--- config.mk ---
export PLATFORM = sky130hd
export DESIGN_NAME = text_overlay_screen
export DESIGN_NICKNAME = d
export VERILOG_FILES = /design/src/rtl/text_overlay_screen_pkg.sv /design/src/rtl/text_overlay_screen_msg_rom.sv /design/src/rtl/text_overlay_screen.sv
export SDC_FILE = /design/constraint.sdc
export NUM_CORES = 1
export LEC_CHECK = 0
export BUFFER_PORTS_ARGS = -buffer_cell sky130_fd_sc_hd__clkbuf_2
export CAP_MARGIN = 20
export CELL_PAD_IN_SITES_DETAIL_PLACEMENT = 2
export CELL_PAD_IN_SITES_GLOBAL_PLACEMENT = 2
export CORE_MARGIN = 1
export CORE_UTILIZATION = 35
export DETAILED_ROUTE_END_ITERATION = 7
export PLACE_DENSITY_LB_ADDON = 0.2
export SLEW_MARGIN = 20
export SYNTH_ARGS = -nofsm -noshare
export SYNTH_HDL_FRONTEND = slang
export SYNTH_SLANG_ARGS = --single-unit
export TNS_END_PERCENT = 30
--- constraint.sdc ---
create_clock -name pclk -period 4.9 [get_ports pclk]
set_input_delay 0.49 -clock pclk [delete_from_list [all_inputs] [get_ports pclk]]
set_output_delay 0.49 -clock pclk [all_outputs]
set_load 0.01 [all_outputs]
--- src/rtl/text_overlay_screen_pkg.sv ---
// Shared VGA bus layout, font cell constants and the message/font ROM contents for the text overlay.
// Pure declarations and lookup functions: no state, no latency, no flow control.
package text_overlay_screen_pkg;

  localparam int VGA_BUS_SIZE = 38;
  localparam int CHAR_W       = 8;
  localparam int CHAR_H       = 16;

  typedef struct packed {
    logic [10:0] hcount;
    logic [10:0] vcount;
    logic        hsync;
    logic        vsync;
    logic        hblnk;
    logic        vblnk;
    logic [11:0] rgb;
  } vga_t;

  typedef enum logic [1:0] {
    MODE_SOLID   = 2'b00,
    MODE_BLINK   = 2'b01,
    MODE_INVERSE = 2'b10,
    MODE_TRANSP  = 2'b11
  } mode_e;

  localparam logic [6:0] CODE_BLANK = 7'h20;

  // Leftmost character of each row sits in the most significant byte.
  function automatic logic [6:0] msg_char(input logic [2:0] msg, input logic [2:0] row,
                                          input logic [4:0] col);
    logic [127:0] str;
    logic [6:0]   base;
    case ({msg, row})
      6'o00:   str = "ABOX XOBA AXBO A";
      6'o01:   str = "XXOO BBAA OXOX B";
      6'o10:   str = "BOXA AXOB  OA BX";
      6'o11:   str = "OOOO XXXX AAAA B";
      6'o20:   str = "XAXA BOBO  XO AB";
      6'o21:   str = " A B O X A B O X";
      6'o30:   str = "AAAABBBBOOOOXXXX";
      6'o31:   str = "X O A B X O A B ";
      default: str = {16{8'h20}};
    endcase
    base = {4'd15 - col[3:0], 3'b000};
    msg_char = col[4] ? CODE_BLANK : str[base +: 7];
  endfunction

  // Glyph line 0 is the top scan line and is stored in the most significant byte.
  function automatic logic [7:0] font_line(input logic [6:0] code, input logic [3:0] line);
    logic [127:0] glyph;
    case (code)
      7'h41:   glyph = 128'h183C_6666_7E66_6666_6600_0000_0000_0000;
      7'h42:   glyph = 128'h7C66_667C_6666_667C_0000_0000_0000_0000;
      7'h4F:   glyph = 128'h3C66_6666_6666_663C_0000_0000_0000_0000;
      7'h58:   glyph = 128'hC366_3C18_183C_66C3_0000_0000_0000_0000;
      default: glyph = '0;
    endcase
    font_line = glyph[{~line, 3'b000} +: 8];
  endfunction

endpackage

--- src/rtl/text_overlay_screen_msg_rom.sv ---
// Paged message ROM: {msg,row,col} -> 7-bit character code, blank for pages beyond MSG_COUNT.
// Registered output, 1 pclk latency; no backpressure.
module text_overlay_screen_msg_rom
  import text_overlay_screen_pkg::*;
#(
  parameter int MSG_COUNT = 4
) (
  input  logic       pclk,
  input  logic       rst,
  input  logic [2:0] i_msg,
  input  logic [2:0] i_row,
  input  logic [4:0] i_col,
  output logic [6:0] o_code
);

  localparam logic [3:0] MSG_LIMIT = 4'(MSG_COUNT);

  logic [6:0] r_code;

  always_ff @(posedge pclk or negedge rst) begin
    if (!rst) begin
      r_code <= '0;
    end else begin
      r_code <= ({1'b0, i_msg} >= MSG_LIMIT) ? CODE_BLANK : msg_char(i_msg, i_row, i_col);
    end
  end

  assign o_code = r_code;

endmodule

--- src/rtl/text_overlay_screen.sv ---
// Text box overlay on the VGA pixel bus with scaling, blink, inverse and transparent modes.
// Fixed 3 pclk latency on every bus field; free-running, no backpressure.
module text_overlay_screen
  import text_overlay_screen_pkg::*;
#(
  parameter int          XPOS         = 256,
  parameter int          YPOS         = 300,
  parameter int          COLS         = 16,
  parameter int          ROWS         = 2,
  parameter int          SCALE_LOG2   = 1,
  parameter int          MSG_COUNT    = 4,
  parameter logic [11:0] FG_RGB       = 12'hFFF,
  parameter logic [11:0] BG_RGB       = 12'h000,
  parameter int          BLINK_FRAMES = 30
) (
  input  logic                    pclk,
  input  logic                    rst,
  input  logic                    enable,
  input  logic [1:0]              mode,
  input  logic [2:0]              msg_sel,
  input  logic [VGA_BUS_SIZE-1:0] vga_in,
  output logic [VGA_BUS_SIZE-1:0] vga_out,
  output logic [7:0]              frame_cnt
);

  localparam int          BOX_W      = COLS * (CHAR_W << SCALE_LOG2);
  localparam int          BOX_H      = ROWS * (CHAR_H << SCALE_LOG2);
  localparam logic [11:0] X_LO       = 12'(XPOS);
  localparam logic [11:0] X_HI       = 12'(XPOS + BOX_W);
  localparam logic [11:0] Y_LO       = 12'(YPOS);
  localparam logic [11:0] Y_HI       = 12'(YPOS + BOX_H);
  localparam int          BW         = (BLINK_FRAMES > 1) ? $clog2(BLINK_FRAMES) : 1;
  localparam logic [BW-1:0] BLINK_LAST = BW'(BLINK_FRAMES - 1);

  vga_t        w_vin;
  logic        w_frame_start, w_in_box, w_blink_wrap;
  logic        w_en_eff, w_hidden_eff;
  mode_e       w_mode_eff;
  logic [2:0]  w_msg_eff;
  logic [10:0] w_rx, w_ry;
  logic [4:0]  w_col;
  logic [2:0]  w_row, w_xbit;
  logic [3:0]  w_line;
  logic [6:0]  w_code;
  logic        w_pix;
  logic [11:0] w_rgb;

  logic          r_en, r_hidden;
  mode_e         r_mode;
  logic [2:0]    r_msg;
  logic [BW-1:0] r_blink_cnt;
  logic [7:0]    r_frame_cnt;

  vga_t       r_s1_bus, r_s2_bus, r_out;
  logic       r_s1_in_box, r_s1_en, r_s1_hidden, r_s2_in_box, r_s2_en, r_s2_hidden;
  mode_e      r_s1_mode, r_s2_mode;
  logic [2:0] r_s1_xbit, r_s2_xbit;
  logic [3:0] r_s1_line;
  logic [7:0] r_s2_font;

  assign w_vin         = vga_t'(vga_in);
  assign w_frame_start = (w_vin.hcount == '0) && (w_vin.vcount == '0);
  assign w_blink_wrap  = (r_blink_cnt == BLINK_LAST);

  // The frame-start pixel already belongs to the new frame, so it sees the freshly sampled controls.
  assign w_en_eff     = w_frame_start ? enable : r_en;
  assign w_mode_eff   = w_frame_start ? mode_e'(mode) : r_mode;
  assign w_msg_eff    = w_frame_start ? msg_sel : r_msg;
  assign w_hidden_eff = w_frame_start ? (r_hidden ^ w_blink_wrap) : r_hidden;

  assign w_in_box = ({1'b0, w_vin.hcount} >= X_LO) && ({1'b0, w_vin.hcount} < X_HI) &&
                    ({1'b0, w_vin.vcount} >= Y_LO) && ({1'b0, w_vin.vcount} < Y_HI);
  assign w_rx   = w_vin.hcount - 11'(XPOS);
  assign w_ry   = w_vin.vcount - 11'(YPOS);
  assign w_col  = 5'(w_rx >> (3 + SCALE_LOG2));
  assign w_row  = 3'(w_ry >> (4 + SCALE_LOG2));
  assign w_xbit = 3'(w_rx >> SCALE_LOG2);
  assign w_line = 4'(w_ry >> SCALE_LOG2);

  always_ff @(posedge pclk or negedge rst) begin
    if (!rst) begin
      r_en        <= 1'b0;
      r_mode      <= MODE_SOLID;
      r_msg       <= '0;
      r_blink_cnt <= '0;
      r_hidden    <= 1'b0;
      r_frame_cnt <= '0;
    end else if (w_frame_start) begin
      r_en        <= enable;
      r_mode      <= mode_e'(mode);
      r_msg       <= msg_sel;
      r_hidden    <= w_hidden_eff;
      r_blink_cnt <= w_blink_wrap ? '0 : r_blink_cnt + 1'b1;
      r_frame_cnt <= r_frame_cnt + 8'd1;
    end
  end

  text_overlay_screen_msg_rom #(
    .MSG_COUNT(MSG_COUNT)
  ) u_msg_rom (
    .pclk  (pclk),
    .rst   (rst),
    .i_msg (w_msg_eff),
    .i_row (w_row),
    .i_col (w_col),
    .o_code(w_code)
  );

  always_ff @(posedge pclk or negedge rst) begin
    if (!rst) begin
      r_s1_bus    <= '0;
      r_s1_in_box <= 1'b0;
      r_s1_en     <= 1'b0;
      r_s1_hidden <= 1'b0;
      r_s1_mode   <= MODE_SOLID;
      r_s1_xbit   <= '0;
      r_s1_line   <= '0;
      r_s2_bus    <= '0;
      r_s2_in_box <= 1'b0;
      r_s2_en     <= 1'b0;
      r_s2_hidden <= 1'b0;
      r_s2_mode   <= MODE_SOLID;
      r_s2_xbit   <= '0;
      r_s2_font   <= '0;
      r_out       <= '0;
    end else begin
      r_s1_bus    <= w_vin;
      r_s1_in_box <= w_in_box;
      r_s1_en     <= w_en_eff;
      r_s1_hidden <= w_hidden_eff;
      r_s1_mode   <= w_mode_eff;
      r_s1_xbit   <= w_xbit;
      r_s1_line   <= w_line;
      r_s2_bus    <= r_s1_bus;
      r_s2_in_box <= r_s1_in_box;
      r_s2_en     <= r_s1_en;
      r_s2_hidden <= r_s1_hidden;
      r_s2_mode   <= r_s1_mode;
      r_s2_xbit   <= r_s1_xbit;
      r_s2_font   <= font_line(w_code, r_s1_line);
      r_out       <= r_s2_bus;
      r_out.rgb   <= w_rgb;
    end
  end

  assign w_pix = r_s2_font[3'd7 - r_s2_xbit];

  always_comb begin
    w_rgb = r_s2_bus.rgb;
    if (r_s2_in_box && r_s2_en && !r_s2_bus.hblnk && !r_s2_bus.vblnk) begin
      case (r_s2_mode)
        MODE_SOLID:   w_rgb = w_pix ? FG_RGB : BG_RGB;
        MODE_BLINK:   w_rgb = (w_pix && !r_s2_hidden) ? FG_RGB : BG_RGB;
        MODE_INVERSE: w_rgb = w_pix ? BG_RGB : FG_RGB;
        MODE_TRANSP:  w_rgb = w_pix ? FG_RGB : r_s2_bus.rgb;
        default:      w_rgb = r_s2_bus.rgb;
      endcase
    end
  end

  assign vga_out   = r_out;
  assign frame_cnt = r_frame_cnt;

endmodule

Word-level counts from Yosys, hierarchy flattened
Memory sizes are Yosys's and may differ from the RTL's.
Cells that the tools add are included.
{"block": "word_totals", "ff_bits": 166, "latch_bits": 0, "mem_bits_rw": 0, "rom_bits": 3360, "inputBits": 46, "elab_cells": 92, "memories": 1}
{"block": "classes", "add_sub_neg": 6, "mul": 0, "div": 0, "order_cmp": 6, "n_eq_ne": 8, "n_shift": 2, "mux": 15, "bitwise": 2, "n_reduce_logical": 14}
{"memory": "(name not given)", "words": 32, "width": 105, "read_ports": 1, "rd_clocked_by_memory_dff": 0, "wr": 0, "line_no": "text_overlay_screen_pkg.sv:33", "text": "case ({msg, row})"}
{"cell": "one-hot mux 128 bit (4 select lines)", "count": 1}
{"cell": "2-to-1 mux 128 bit", "count": 1}
{"cell": "indexed part select 128 x 8 -> 7 bit", "count": 1}
{"cell": "indexed part select 128 x 8 -> 8 bit", "count": 1}
{"cell": "2-to-1 mux 12 bit", "count": 5}
{"cell": "one-hot mux 12 bit (4 select lines)", "count": 1}
{"cell": "== test 7 bit, second input constant", "count": 4}
{"cell": ">= comparator 11 x 9 -> 1 bit, second input constant", "count": 2}
{"cell": "logical NOT 11 bit", "count": 2}
{"cell": "2-to-1 mux 7 bit", "count": 2}
{"cell": "less-than comparator 11 x 10 -> 1 bit, second input constant", "count": 1}
{"cell": "less-than comparator 11 x 9 -> 1 bit, second input constant", "count": 1}
{"cell": "subtractor 9 bit, second input constant", "count": 1}
{"cell": "adder 8 x 1 -> 8 bit, second input constant", "count": 1}
{"cell": "logical AND 1 bit", "count": 8}
{"cell": "subtractor 8 x 6 -> 8 bit, second input constant", "count": 1}
{"cell": "adder 5 x 1 -> 5 bit, second input constant", "count": 1}
{"cell": "== test 5 bit, second input constant", "count": 1}
{"cell": "2-to-1 mux 5 bit", "count": 1}
{"cell": "== test 2 bit, second input constant", "count": 2}
{"cell": "less-than comparator 3 x 4 -> 1 bit, second input constant", "count": 1}
{"cell": "NOT 4 bit", "count": 1}
{"cell": "subtractor 4 bit, first input constant", "count": 1}
{"cell": "binary-select mux 1 bit (select 3 bit)", "count": 1}
{"cell": "8 further kinds", "count": 11}

Logic depth before layout (Yosys ltp)
Gate-level depths: netlist of run 1.
An unclocked memory read counts as a cell.
{"block": "logic_depth", "ltp_word": 8, "mapped_depth": 14, "depth_no_buf": 12}

Cells and area by module
From an unflattened synthesis of run 1, not the netlist that was laid out.
{"block": "hier_totals", "hier_cells": 525, "area_unflattened_um2": 6256.0}
{"mod": "text_overlay_screen", "instances": 1, "cells_per_inst": 324, "area_each_um2": 4870.9}
{"mod": "text_overlay_screen_msg_rom", "instances": 1, "cells_per_inst": 201, "area_each_um2": 1385.1}

Worst setup path before layout of run 1
No wires, ideal clock.
{"block": "synth_timing", "kind": "input to register", "startpoint": "in vga_in[18]", "endpoint": "reg u_msg_rom.r_code[6] (netlist: u_msg_rom.o_code[6])", "t_arrival_ns": 2.661, "t_required_ns": 4.764, "setup_slack_ns": 2.103, "path_stages": 12, "n_path_buf": 1, "cell_sequence": "inv_1 ha_1 nor4b_2 and4_1 buf_6 nand3_2 a211o_1 mux2i_2 a311o_1 o21ai_1 nand2b_1 o311ai_1"}
{"block": "synth_via", "elab_chain_cells": 8, "word_cells_on_any_way": 10}
{"item": "from (decl)", "line_no": "text_overlay_screen.sv:21", "text": "input logic [VGA_BUS_SIZE-1:0] vga_in,"}
{"item": "branches (longest 7 deep; another with memory read (32 x 105 bit))"}
{"item": "2-to-1 mux 7 bit (*)", "line_no": "text_overlay_screen_msg_rom.sv:24", "text": "r_code <= ({1'b0, i_msg} >= MSG_LIMIT) ? CODE_BLANK : msg_char(i_msg, i_row, i_col);"}
{"item": "to (signal assigned)", "line_no": "text_overlay_screen_msg_rom.sv:24"}
{"item": "to (decl)", "line_no": "text_overlay_screen_msg_rom.sv:18", "text": "logic [6:0] r_code;"}
Mark *: on every way between the ends.
A chain may end at the register's enable or synchronous reset.

Worst setup path after layout of run 1
{"block": "layout_timing", "startpoint": "in vga_in[18]", "endpoint": "reg u_msg_rom.r_code[2] (netlist: u_msg_rom.o_code[2])"}
The elaborated chain is that of the path after synthesis.

==> impl_metrics.json, run 1 <==
{
  "status": "completed",
  "cts_buffer_depth": 2,
  "grt_usage": 0.2308,
  "crit_required_ns": 5.21,
  "io_buffers": 91,
  "slew_headroom": 0.4058,
  "viasPerCell": 5.586,
  "ys_ff_latch": 156,
  "diodes": 0,
  "synth_mux_area_frac": 0.01227,
  "mostFrequentLayoutCell": "dfrtp_1",
  "whs_ns": 0.1737,
  "gr-total-overflow": 0,
  "critPathLaunchType": "input port",
  "rsz0062_at_grt": "no",
  "fillers": 1869,
  "area_growth_pct": 20.84,
  "start_util": 0.3576,
  "dp_hpwl_um": 14380,
  "maxSlewViolCount": 0,
  "antenna_found_initial": 0,
  "first_global_vias": 5540,
  "die_area_sq_um": 18900,
  "synth_edf_count": 0,
  "dp.cells": 861,
  "tns_ns": 0,
  "grt_pass1_wl_um": 31980,
  "cap_violations": 0,
  "crit_type": "in -> reg",
  "synth_area_sq_um": 6424,
  "worstPathMaxFanout": 16,
  "fmax_ghz": 0.2953,
  "core_sq_um": 17960,
  "top_level_ports": 92,
  "synthXorXnorAreaFrac": 0.01772,
  "clockRootBuffer": "clkbuf_16",
  "cts_tree": "built",
  "insertion_delay_ns": 0.42,
  "synthAdderAreaFrac": 0.009739,
  "peakVddDrop_v": 0.0002476,
  "place_congestion": 0.9131,
  "grt_start_max_net_pins": 119,
  "die_x_um": 137.5,
  "arrival_ns": 3.70,
  "syn_inst": 558,
  "cts.sinks": 156,
  "fin_util": 0.4321,
  "leakagePower_nw": 3.410,
  "final_antenna_net_count": 0,
  "yosys_most_used_dff": "dfrtp_1",
  "fin_crit_sh": 0.6911,
  "hold_path_class": "in -> reg",
  "synth_top_family_by_area": "compound AO/OA/AOI/OAI gates",
  "hold_viol": 0,
  "num_vias": 4988,
  "cts_resized": 0,
  "register_area_sq_um": 3904,
  "setup_viol": 0,
  "instances_no_fill": 893,
  "drtIter0Drc": 352,
  "final_cell_mix": "156 x dfrtp_1, 90 x clkbuf_2, 47 x nand2_1, 39 x a21oi_1, 32 x nor2_1",
  "skew_ns": 0.01240,
  "routed_wl_um": 20480,
  "drc_errors": 0,
  "end_kind": "flop",
  "drive_gt1_frac": 0.2410,
  "dieHeight_um": 137.5,
  "syn_avg_cell_area_sq_um": 11.51,
  "placed_area_sq_um": 7121,
  "num_rows": 49,
  "clkTransAtPathRegs_ns": 0.07,
  "synthSimpleGateAreaFrac": 0.1313,
  "syn-num-nets": 609,
  "nets": 702,
  "cts_made_buffers": 17,
  "cts_max_level": 4,
  "multi_input_area_sq_um": 2330,
  "drt_first_pass_iters": 5,
  "wire_per_inst_um": 22.93,
  "worst_pin_slew_ns": 0.8913,
  "synth.yosys.seq_area_share": 0.6077,
  "fin_crit_ns": 3.386,
  "final_area_sq_um": 7762,
  "postCtsSetupBuffers": 0,
  "postCtsHoldBufs": 0,
  "yosys_warnings": 0,
  "yosysUniqueCellTypes": 80,
  "synth-compound-area-share": 0.1907,
  "powerDensity_nw_per_um2": 386.6,
  "async_reset_ff_frac": 1.000
}
[synth_stat cells (all sizes together), types with 4 or more instances]
library cell,instances,area share
o21ai,38,0.030
nor2,35,0.022
o22ai,5,0.0049
a311oi,5,0.0078
a211oi,10,0.012
nand4,4,0.0062
inv,15,0.0088
clkbuf,16,0.0095
ha,5,0.0097
o31ai,7,0.0090
buf,11,0.011
nand2,47,0.027
dfrtp,156,0.61
xnor2,10,0.014
a31oi,7,0.0068
nor4,7,0.012
nor3,15,0.013
nand2b,4,0.0039
nand3,19,0.016
or3,7,0.0068
o211ai,7,0.0082
o21a,14,0.016
a21oi,40,0.032
a21o,4,0.0047
[path summary, 6_finish.rpt]
kind,depth (start not counted),start,to,slack [ns]
max,14,vga_in[18],u_msg_rom.o_code[2]$_DFF_PN0_,1.51
min reg2reg,0,r_s1_bus[33]$_DFF_PN0_,r_s2_bus[33]$_DFF_PN0_,0.35
max in group asynchronous,2,rst,r_msg[0]$_DFF_PN0_,3.66
min in group asynchronous,1,rst,vga_out[1]$_DFF_PN0_,0.20
min,1,vga_in[13],r_s1_bus[13]$_DFF_PN0_,0.17
max reg2reg,7,r_msg[0]$_DFF_PN0_,u_msg_rom.o_code[5]$_DFF_PN0_,2.15
[per-stage QoR]
step	worst slack (ns)	power [mW]
detailed placement	1.056	1.614
CTS	1.528	3.039
finish	1.514	3.001
global route	1.211	3.106
global placement	1.247	1.599
floorplan	2.103	1.491
[worst max-delay path, stage by stage]
cell and delay, ns:
clkbuf_2 0.15, inv_1 0.10, ha_1 0.15, nor4b_2 0.33
and4_1 0.52, a21oi_1 0.17, a21oi_1 0.15, buf_4 0.24
inv_2 0.17, nor2_1 0.41, a211oi_1 0.10, a311oi_1 0.41
a21oi_1 0.16, o311a_1 0.14
[flip-flops by register name (all words and copies together), names as in the netlist]
register and cells:
frame_cnt 8, r_blink_cnt 5, r_hidden 1, r_msg 3, r_s1_bus 35, r_s1_en 1, r_s1_hidden 1, r_s1_in_box 1
r_s1_line 4, r_s1_mode 2, r_s1_xbit 2, r_s2_bus 36, r_s2_en 1, r_s2_font 5, r_s2_hidden 1, r_s2_in_box 1
r_s2_mode 2, r_s2_xbit 2, u_msg_rom.o_code 7, vga_out 38
[cells by family (layout without fill, tap and decap cells)]
logic type	after synthesis	count (layout)
and+or+nand+nor	157	157
DFF	156	156
xor gates and xnor gates	13	13
adders and majority gates	5	5
AOI/OAI and AO/OA	178	178
buffers and inverters	44	150
muxes	5	5
[cell type report]
cell class	instances	share of cell area
clock inverters	14	0.02579
multi-input cells	358	0.3001
flip-flops and latches	156	0.5029
clock buffers	18	0.05658
inverters	17	0.008221
well taps	229	0.03691
repair buffers	101	0.06947
[report_power, final]
group	internal (mW)	switching [mW]
registers	1.34	0.0288
clock network	0.838	0.572
logic	0.0728	0.145
[layer usage]
layer  GRT usage  routed length [um]
met3     0.04709                 899
met2      0.3992               10600
met4     0.08303                 420
met5           0                   0
met1      0.2832                8554
Note: power is estimated with default switching activity, not from simulation.
==> run 2: changes to the inputs <==
==> constraint.sdc (replaced) <==
create_clock -name pclk -period 3.44 [get_ports pclk]
set_input_delay 0.344 -clock pclk [delete_from_list [all_inputs] [get_ports pclk]]
set_output_delay 0.344 -clock pclk [all_outputs]
set_load 0.01 [all_outputs]
==> impl_metrics.json, run 2 (same netlist as run 1, synthesis figures left out) <==
{
  "maxSlewViolCount": 0,
  "rsz0062_at_grt": "no",
  "start_util": 0.3576,
  "slew_headroom": 0.4640,
  "insertion_delay_ns": 0.43,
  "grt_pass1_wl_um": 32020,
  "clkTransAtPathRegs_ns": 0.07,
  "mostFrequentLayoutCell": "dfrtp_1",
  "peakVddDrop_v": 0.0003607,
  "drt_first_pass_iters": 4,
  "critPathLaunchType": "input port",
  "nets": 727,
  "clockRootBuffer": "clkbuf_16",
  "drc_errors": 0,
  "largest_reg_flops": 38,
  "wire_per_inst_um": 22.17,
  "cts_tree": "built",
  "antenna_found_initial": 0,
  "hold_viol": 0,
  "powerDensity_nw_per_um2": 526.6,
  "place_congestion": 0.9033,
  "final.setup.worst_slack_ns": 0.4397,
  "grt_usage": 0.2317,
  "num_vias": 5039,
  "max_stage_delay_ns": 0.44,
  "core_sq_um": 17960,
  "setup_viol": 0,
  "fin_crit_ns": 3.000,
  "io_buffers": 91,
  "gr-total-overflow": 0,
  "cts.sinks": 156,
  "status": "completed",
  "viasPerCell": 5.489,
  "crit_required_ns": 3.75,
  "fmax_ghz": 0.3333,
  "worst_pin_slew_ns": 0.7978,
  "worstPathMaxFanout": 9,
  "place_ws_ns": 0.04539,
  "final_antenna_net_count": 0,
  "dieHeight_um": 137.5,
  "area_growth_pct": 23.65,
  "die_x_um": 137.5,
  "cts_buffer_depth": 2,
  "tns_ns": 0,
  "dp.cells": 880,
  "skew_ns": 0.01578,
  "arrival_ns": 3.31,
  "first_global_vias": 5609,
  "final_cell_mix": "156 x dfrtp_1, 90 x clkbuf_2, 47 x nand2_1, 39 x a21oi_1, 32 x nor2_1",
  "num_rows": 49,
  "hold_path_class": "in -> reg",
  "placed_area_sq_um": 7263,
  "grt_start_max_net_pins": 86,
  "end_kind": "flop",
  "fillers": 1868,
  "whs_ns": 0.01914,
  "routed_wl_um": 20360,
  "cp_slowest_cell": "and2_1",
  "diodes": 0,
  "drive_gt1_frac": 0.2598,
  "instances_no_fill": 918,
  "drtIter0Drc": 333,
  "cts_made_buffers": 17,
  "crit_path_cell_trace": "clkbuf_2 > inv_1 > ha_1 > nor4b_2 > nand4_4 > o21ai_1 > and2_1 > inv_2 > nor2_2 > a21oi_1 > a221o_1 > a311oi_2",
  "cap_violations": 0,
  "final_area_sq_um": 7943,
  "fin_crit_sh": 0.8722,
  "leakagePower_nw": 3.510,
  "crit_type": "in -> reg",
  "top_level_ports": 92,
  "cts_max_level": 4,
  "die_area_sq_um": 18900,
  "dp_hpwl_um": 14490
}
## run 2: cell types whose count changed in the layout (fill, tap and decap cells not counted), sizes merged
cell	previous run	this run
buf	10	30
bufinv	3	1
clkinv	6	8
clkbuf	109	107
inv	21	22
dlygate4sd3	0	6
## run 2: repair_timing
action | 4_1_cts | 5_1_grt
endpoints found under the hold margin | 87 | 0
setup endpoints to repair | 0 | 0
resized for setup | 0 | 0
hold buffers | 6 | 0
setup buffers | 0 | 0
## run 2: where the power goes
group	internal [mW]	switching [mW]	leakage (nW)	total, mW
logic	0.113	0.208	1.34	0.321
clock network	1.05	0.858	0.297	1.91
registers	1.91	0.0412	1.87	1.96
total	3.08	1.11	3.51	4.18
## run 2: final timing paths
path	start	endpoint	slack, ns	cells after the start
worst max-delay path	vga_in[18]	u_msg_rom.o_code[0]$_DFF_PN0_	0.44	12
worst min-delay path	vga_in[10]	r_s1_bus[10]$_DFF_PN0_	0.02	1
worst max register to register	r_msg[0]$_DFF_PN0_	u_msg_rom.o_code[5]$_DFF_PN0_	0.84	7
worst min register to register	r_s1_bus[35]$_DFF_PN0_	r_s2_bus[35]$_DFF_PN0_	0.35	0
max in group asynchronous	rst	r_s1_bus[13]$_DFF_PN0_	2.04	3
min in group asynchronous	rst	vga_out[10]$_DFF_PN0_	0.52	2
## run 2: area by class of cell
cell class | instances | area, sq um | share of cell area
clock buffer | 17 | 425.4 | 0.05356
clock inverter | 15 | 193.9 | 0.02442
inverter | 17 | 63.81 | 0.008034
multi-input combinational | 358 | 2330 | 0.2933
sequential | 156 | 3904 | 0.4915
tap | 229 | 286.5 | 0.03607
timing repair buffer | 126 | 739.5 | 0.09310
## run 2: layer usage
metal  wire (um)  vias up  track usage
li1            -     2283            -
met1        8743     2619       0.2879
met2       10620      121       0.4065
met3         765       16      0.03937
met4         232        0      0.07509
met5           0        -            0
## run 2: metrics by stage
stage               power (mW)  utilization
global placement         2.286       0.4043
finish                   4.183       0.4422
floorplan                2.124            -
global route             4.343       0.4422
detailed placement       2.306       0.4043
CTS                      4.241       0.4422
## run 2: critical path, delay by kind of cell
family	cells	cell delay (ns)
AO/OA/AOI/OAI	4	1.04
adder cells (fa/ha/maj)	1	0.15
buffers and inverters	3	0.47
AND/OR/NAND/NOR	4	1.30
